`config.mk`:
```
export PLATFORM = sky130hd
export DESIGN_NAME = mux_rr_arbiter
export DESIGN_NICKNAME = d
export VERILOG_FILES = /design/src/rtl/mux_rr_arbiter.sv
export SDC_FILE = /design/constraint.sdc
export NUM_CORES = 1
export LEC_CHECK = 0
export BUFFER_PORTS_ARGS = -buffer_cell sky130_fd_sc_hd__buf_4
export CORE_ASPECT_RATIO = 1.75
export CORE_MARGIN = 2
export CORE_UTILIZATION = 55
export DETAILED_ROUTE_END_ITERATION = 12
export GPL_TIMING_DRIVEN = 0
export PLACE_DENSITY = 0.78
export SYNTH_ARGS = -nofsm -noshare
export SYNTH_HDL_FRONTEND = slang
export SYNTH_SLANG_ARGS = --single-unit
```
`constraint.sdc`:
```
create_clock -name clk -period 11.3 [get_ports clk]
set_input_delay 1.695 -clock clk [delete_from_list [all_inputs] [get_ports clk]]
set_output_delay 1.695 -clock clk [all_outputs]
set_load 0.03 [all_outputs]
```
`src/rtl/mux_rr_arbiter.sv`:
```
// Round-robin arbiter driving the select of a shared 8:1 mux; grants are held while requested.
// Optional burst limit (forced rotation after MAX_BURST cycles) enabled by ARB_BURST_LIMIT_EN.
module mux_rr_arbiter #(
   parameter int unsigned MAX_BURST = 4
) (
   input  logic       clk,
   input  logic       rst_n,
   input  logic [7:0] req,
   output logic [7:0] gnt,
   output logic [2:0] sel,
   output logic       busy
);

   localparam int unsigned NumReq = 8;
   localparam int unsigned IdxW   = 3;
   localparam int unsigned CntW   = 8;
   localparam logic [CntW-1:0] CntSat = CntW'(255);

   typedef enum logic {
      IDLE,
      GRANT
   } state_t;

   state_t            state, state_nxt;
   logic [IdxW-1:0]   last, last_nxt;
   logic [CntW-1:0]   cnt, cnt_nxt;
   logic [NumReq-1:0] gnt_nxt;
   logic [IdxW-1:0]   sel_nxt;
   logic              busy_nxt;

   logic              win_found_c;
   logic [IdxW-1:0]   win_idx_c;
   logic              owner_req_c;
   logic              others_c;
   logic              force_rot_c;

   // Rotating search from last+1; while granting, the owner (== last) is skipped.
   always_comb begin
      logic [IdxW-1:0] idx;
      win_found_c = 1'b0;
      win_idx_c   = last;
      for (int k = 1; k <= int'(NumReq); k++) begin
         idx = last + IdxW'(k);
         if (!win_found_c && req[idx] && !((state == GRANT) && (idx == last))) begin
            win_found_c = 1'b1;
            win_idx_c   = idx;
         end
      end
   end

   assign owner_req_c = req[last];
   assign others_c    = |(req & ~(NumReq'(1) << last));

`ifdef ARB_BURST_LIMIT_EN
   assign force_rot_c = (cnt == CntW'(MAX_BURST)) && others_c;
`else
   assign force_rot_c = 1'b0;
`endif

   // Next-state and registered-output computation.
   always_comb begin
      state_nxt = state;
      last_nxt  = last;
      cnt_nxt   = cnt;
      gnt_nxt   = gnt;
      sel_nxt   = sel;
      case (state)
         IDLE: begin
            if (win_found_c) begin
               state_nxt = GRANT;
               gnt_nxt   = NumReq'(1) << win_idx_c;
               sel_nxt   = win_idx_c;
               last_nxt  = win_idx_c;
               cnt_nxt   = CntW'(1);
            end
         end
         GRANT: begin
            if (owner_req_c && !force_rot_c) begin
               if (cnt != CntSat) begin
                  cnt_nxt = cnt + CntW'(1);
               end
            end else if (win_found_c) begin
               gnt_nxt  = NumReq'(1) << win_idx_c;
               sel_nxt  = win_idx_c;
               last_nxt = win_idx_c;
               cnt_nxt  = CntW'(1);
            end else begin
               // sel and last keep the old owner so the mux output stays stable.
               state_nxt = IDLE;
               gnt_nxt   = '0;
            end
         end
         default: begin
            state_nxt = IDLE;
            gnt_nxt   = '0;
         end
      endcase
      busy_nxt = |gnt_nxt;
   end

   always_ff @(posedge clk or negedge rst_n) begin
      if (!rst_n) begin
         state <= IDLE;
         last  <= IdxW'(NumReq - 1);
         cnt   <= '0;
         gnt   <= '0;
         sel   <= '0;
         busy  <= 1'b0;
      end else begin
         state <= state_nxt;
         last  <= last_nxt;
         cnt   <= cnt_nxt;
         gnt   <= gnt_nxt;
         sel   <= sel_nxt;
         busy  <= busy_nxt;
      end
   end

   max_burst_range: assert property (@(posedge clk) disable iff (!rst_n)
      (MAX_BURST >= 1) && (MAX_BURST <= 255));

endmodule

```
# == Word level (Yosys, flattened, before mapping) ==
# Index checks and enable logic that the tools add are counted.
# classes
add_sub_neg,7
magnitude_cmp,8
n_eq_ne,8
shift,1
muxes,45
bitwise_logic,1
n_reduce_logical,38
# op_table
op,count
$mux 3,12
$lt 3x4->1 const B,8
$bmux 1 s3,8
$mux 8,3
$logic_and 1x1->1,22
$eq 3x3->1,7
$mux 1,18
$pmux 8 s2,1
$logic_not 1->1,15
$add 3x3->3 const B,4
$pmux 3 s2,2
$reduce_or 8->1,1
$shl 1x3->8 const A,1
$add 3x2->3 const B,2
$add 3x1->3 const B,1
$ne 2x2->1 const B,1
$pmux 1 s2,1
$not 1->1,1
# word_totals
register_bits,16
inputBits,10
output_inout_bits,12
elab_cells,113

# == Longest topological paths before layout ==
# logic_depth
depth_word,39
ltp_mapped,16
depth_no_buf,12

# == Least setup slack after synthesis ==
# Ideal clock, no wire load.
# synth_timing
kind,input port to flip-flop
startpoint,in req[4]
endpoint,reg busy
setup_time_ns,0.133
arrival_time_ns,4.429
required_time_ns,11.167
setup_slack_ns,6.738
cell_stages,10
n_path_buf,0
path_cell_list,mux4_2 mux2_2 or2_4 or4_4 a311oi_1 o32ai_2 and2_1 a221oi_1 o31ai_1 nand4bb_1
# synth_between
elab_chain_cells,37
word_cells_on_any_way,60
classes_between,1 x shift; 36 x mux; 23 x reduce/logical
# synth_rtl
item,line_no,source
start: declaration,8,"input logic [7:0] req,"
$bmux 1 s3,44,if (!win_found_c && req[idx] && !((state == GRANT) && (idx == last))) begin
$mux 1 (not written as such),44,
$logic_and 1x1->1,44,
$mux 1,44,
$logic_not 1->1,44,
$logic_and 1x1->1 (2 in series),44,
$mux 1,44,
$logic_not 1->1,44,
[22 not listed],--,
$mux 3,44,
$shl 1x3->8,"71, 83",
$mux 8,82,end else if (win_found_c) begin
$mux 8,78,if (owner_req_c && !force_rot_c) begin
$pmux 8 s2 *,67,case (state)
via gnt_nxt[6],27,logic [NumReq-1:0] gnt_nxt;
$reduce_or 8->1 *,98,busy_nxt = |gnt_nxt;
via busy_nxt,29,logic busy_nxt;
end signal: assignment,115,busy <= busy_nxt;
end: declaration,11,output logic busy
# The timed path passes the listed nets; every way through them passes the cells marked *. The select of a mux whose other input is x is not followed.
# A chain may end at the register's enable or synchronous reset.

# == Final worst setup path ==
# layout_timing
startpoint,reg last[1]
endpoint,reg busy
# layout_between
elab_chain_cells,39
word_cells_on_any_way,88
classes_between,7 x add/sub; 7 x eq/ne; 1 x shift; 36 x mux; 37 x reduce/logical
# layout_rtl
item,line_no,source
start: declaration,25,"logic [IdxW-1:0] last, last_nxt;"
start signal: assignment,104,last <= IdxW'(NumReq - 1);
start signal: assignment,111,last <= last_nxt;
branches (longest 37 deep; another with $add 3x1->3),--,
$pmux 8 s2 *,67,
via gnt_nxt[6],27,
$reduce_or 8->1 *,98,
via busy_nxt,29,
# Mark *: on every way through the listed nets, which the timed path passes. The select of a mux whose other input is x is not followed.

==> flow_summary.rst <==
.. list-table::
   :header-rows: 1

   * - Metric
     - Value
   * - Max H-tree Level
     - 1
   * - Met3 wire length
     - 173 um
   * - Vias in the first global route
     - 1702
   * - ANT cells
     - 0
   * - Hold path startpoint
     - sel[0]
   * - Area delta synth->final
     - 14.9%
   * - Crit end category
     - flip-flop
   * - Mean Syn Cell Area
     - 9.31 um^2
   * - Max-cap viol count
     - 0
   * - Final Slew Violations
     - 0
   * - Maximum clock rate
     - 196 MHz
   * - Largest net degree at the start of global routing
     - 17
   * - Post-detailed-placement half-perimeter wirelength
     - 3670 um
   * - Final weighted congestion in routability-driven placement
     - 0.898
   * - Met2 wire length
     - 2610 um
   * - Area fraction of the dominant cell type after synthesis
     - 0.196
   * - Post-synthesis net count
     - 190
   * - CP top delay family
     - simple AND/OR/NAND/NOR gates
   * - Run status
     - complete, no violations
   * - Final routed wirelength across all metal layers
     - 4700 um
   * - Most common cell after layout, fill and taps aside
     - sky130_fd_sc_hd__nand2_1
   * - Fin crit share
     - 0.451
   * - Iter 0 DRT Violations
     - 44
   * - Required time of the critical path
     - 11420 ps
   * - Share of final-layout standard cells stronger than drive strength 1
     - 0.271
   * - Cell-by-cell trace of the critical path
     - clkbuf_1 > inv_1 > ha_1 > buf_6 > mux4_2 > mux2_2 > or2_4 > or4_4 > a311oi_1 > o32ai_2 > and2_1 > a221oi_1 > o31ai_1 > nand4bb_1
   * - Initial Utilization
     - 0.573
   * - M1 wire length
     - 1770 um
   * - Final critical path time including I/O delays and setup
     - 5100 ps
   * - Setup clock skew after layout
     - 3.22 ps
   * - Hold Vio Cnt, Final
     - 0
   * - CTS tree
     - built
   * - Yosys reg bits
     - 16
   * - Area of the mapped netlist
     - 0.00166 mm^2
   * - Final worst hold slack
     - 489 ps
   * - First-pass GRT wire length
     - 7820 um
   * - Cells after Synth
     - 178
   * - Slowest Stage Delay on Critical Path
     - 600 ps
   * - Clock tree root driver cell
     - sky130_fd_sc_hd__clkbuf_8
   * - Distinct cells, synth
     - 54
   * - Initial DRT Pass Iterations
     - 4
   * - Number of remaining DRC errors
     - 0
   * - CP Class
     - reg2reg
   * - Post-layout util
     - 0.658
   * - Timing startpoint of the critical path
     - last[1]
   * - Routed via count
     - 1615
   * - Total setup buffers inserted after CTS
     - 0
   * - Clock-pin transition on the worst setup and hold timing paths
     - 60 ps
   * - CP startpoint kind
     - flip-flop
   * - Highest routed layer
     - met4
   * - Die area
     - 0.00349 mm^2
   * - Routed via count divided by cell count
     - 6.99
   * - Remaining global-route overflow
     - 0
   * - Number of clock sinks seen by CTS
     - 16
   * - Max-Slew Margin vs Limit
     - 0.463
   * - Final setup slack of the worst path
     - 6200 ps
   * - Filler Cell Count
     - 243
   * - Resized Gates After CTS
     - 0
   * - Post-synthesis cell type with the largest combined area
     - sky130_fd_sc_hd__dfrtp_1
   * - Dpl ws
     - 6290 ps
   * - Highest-count cells in the layout ignoring fill and taps
     - sky130_fd_sc_hd__nand2_1, sky130_fd_sc_hd__buf_4, sky130_fd_sc_hd__nor2_1
   * - Antenna violations before repair
     - 0
   * - RSZ-0062 raised after global routing
     - false
   * - Hold bufs inserted after CTS
     - 0
   * - Start of the worst register-to-register path
     - last[1]
   * - Top_reg_cell synth
     - sky130_fd_sc_hd__dfrtp_1
   * - Post-synthesis async set-or-reset flop share
     - 1.00
   * - All-Layer GR Usage
     - 0.294
   * - Port-buffer cells
     - 21
   * - Final-layout setup total negative slack
     - 0 ps
   * - Class of the tightest hold or removal check
     - reg2reg
   * - Buffers & Inverters on Critical Path
     - 3
   * - Area of the core region
     - 0.00290 mm^2
   * - Total clock buffers created by CTS
     - 3
   * - Die extent in x
     - 45.5 um
   * - Internal reg-to-reg setup slack
     - 6200 ps
   * - WL per Instance
     - 20.4 um
   * - Ranking of synthesized cells by area
     - sky130_fd_sc_hd__dfrtp_1, sky130_fd_sc_hd__mux4_2, sky130_fd_sc_hd__mux2_2
   * - Number of routed nets with antenna violations
     - 0
   * - IO Count
     - 22
   * - Clock latency of the later-clocked register in the worst-skew pair
     - 250 ps
   * - Die height
     - 76.6 um
   * - Slew of the pin with the lowest slew margin
     - 805 ps
   * - Worst endpoint data arrival time
     - 5220 ps
   * - Worst-case clock buffer depth
     - 2
   * - Cell with the largest stage delay on the worst path
     - sky130_fd_sc_hd__dfstp_2
   * - Count of warnings emitted by yosys
     - 0
   * - Number of synthesized flops with an enable pin
     - 0
   * - Row count
     - 26
   * - Part of the Yosys area used for sequential elements
     - 0.244
   * - Final-report setup violation count
     - 0
   * - Maximum fanout encountered on the critical timing path
     - 10
   * - Final net count
     - 216
[worst paths after layout]
check | endpoint | depth (start not counted)
setup / recovery | busy | 14
hold / removal | sel[0] | 2
setup reg to reg | busy | 14
hold reg to reg | sel[0] | 2
max in group asynchronous | last[1] | 1
min in group asynchronous | gnt[7] | 1
[logic make-up after synthesis]
| family | after synthesis | synth area share |
|---|---|---|
| buffers and inverters | 13 | 0.0400 |
| multiplexers | 27 | 0.243 |
| adder cells (fa/ha/maj) | 2 | 0.0151 |
| AND/OR/NAND/NOR | 67 | 0.199 |
| AO/OA/AOI/OAI | 47 | 0.227 |
| flip-flops | 16 | 0.244 |
| XOR/XNOR | 6 | 0.0317 |
[registers in the layout, summed over array words and instances, names as in the netlist]
register,count
gnt,8
state,1
last,3
sel,3
busy,1
[synthesized netlist by cell type (all sizes together) (2+ instances only)]
master	number
nand2	22
nor2	20
dfrtp	13
mux2	10
mux4	9
a21oi	8
mux2i	8
o21ai	7
inv	6
buf	4
a211oi	3
a221oi	3
a22o	3
a32o	3
dfstp	3
nand4	3
nor3	3
or3	3
or4	3
xnor2	3
xor2	3
a221o	2
a22oi	2
a311oi	2
a31oi	2
and2	2
and4	2
clkbuf	2
ha	2
or2	2
[routing by layer]
layer	up-vias	track usage
li1	752	-
met1	787	0.331
met2	62	0.521
met3	14	0.0166
met4	0	0.141
met5	-	0
[stage by stage]
step / std cells / cell area (um^2)
after detailed placement: 227 / 1850
after global routing: 231 / 1910
after CTS: 231 / 1910
after floorplan: 178 / 1660
final: 231 / 1910
after global placement: 227 / 1850
[worst reg2reg max path, stage by stage, from the launching register on]
cell	delay [ps]
sky130_fd_sc_hd__dfstp_2	600
sky130_fd_sc_hd__clkbuf_1	490
sky130_fd_sc_hd__inv_1	220
sky130_fd_sc_hd__ha_1	350
sky130_fd_sc_hd__buf_6	160
sky130_fd_sc_hd__mux4_2	570
sky130_fd_sc_hd__mux2_2	300
sky130_fd_sc_hd__or2_4	270
sky130_fd_sc_hd__or4_4	530
sky130_fd_sc_hd__a311oi_1	310
sky130_fd_sc_hd__o32ai_2	230
sky130_fd_sc_hd__and2_1	250
sky130_fd_sc_hd__a221oi_1	300
sky130_fd_sc_hd__o31ai_1	170
sky130_fd_sc_hd__nand4bb_1	210
[area by class of cell]
class | count | area [um^2] | share of cell area
tap | 28 | 35.0 | 0.0184
multi-input combinational | 149 | 1190 | 0.623
timing repair buffer | 21 | 158 | 0.0827
sequential | 16 | 404 | 0.212
buffer | 6 | 40.0 | 0.0210
clock buffer | 4 | 55.1 | 0.0289
inverter | 7 | 26.3 | 0.0138
Power is left out: the tool's default activity adds up to more than one toggle a clock period on the data nets, which glitch-free logic cannot reach.
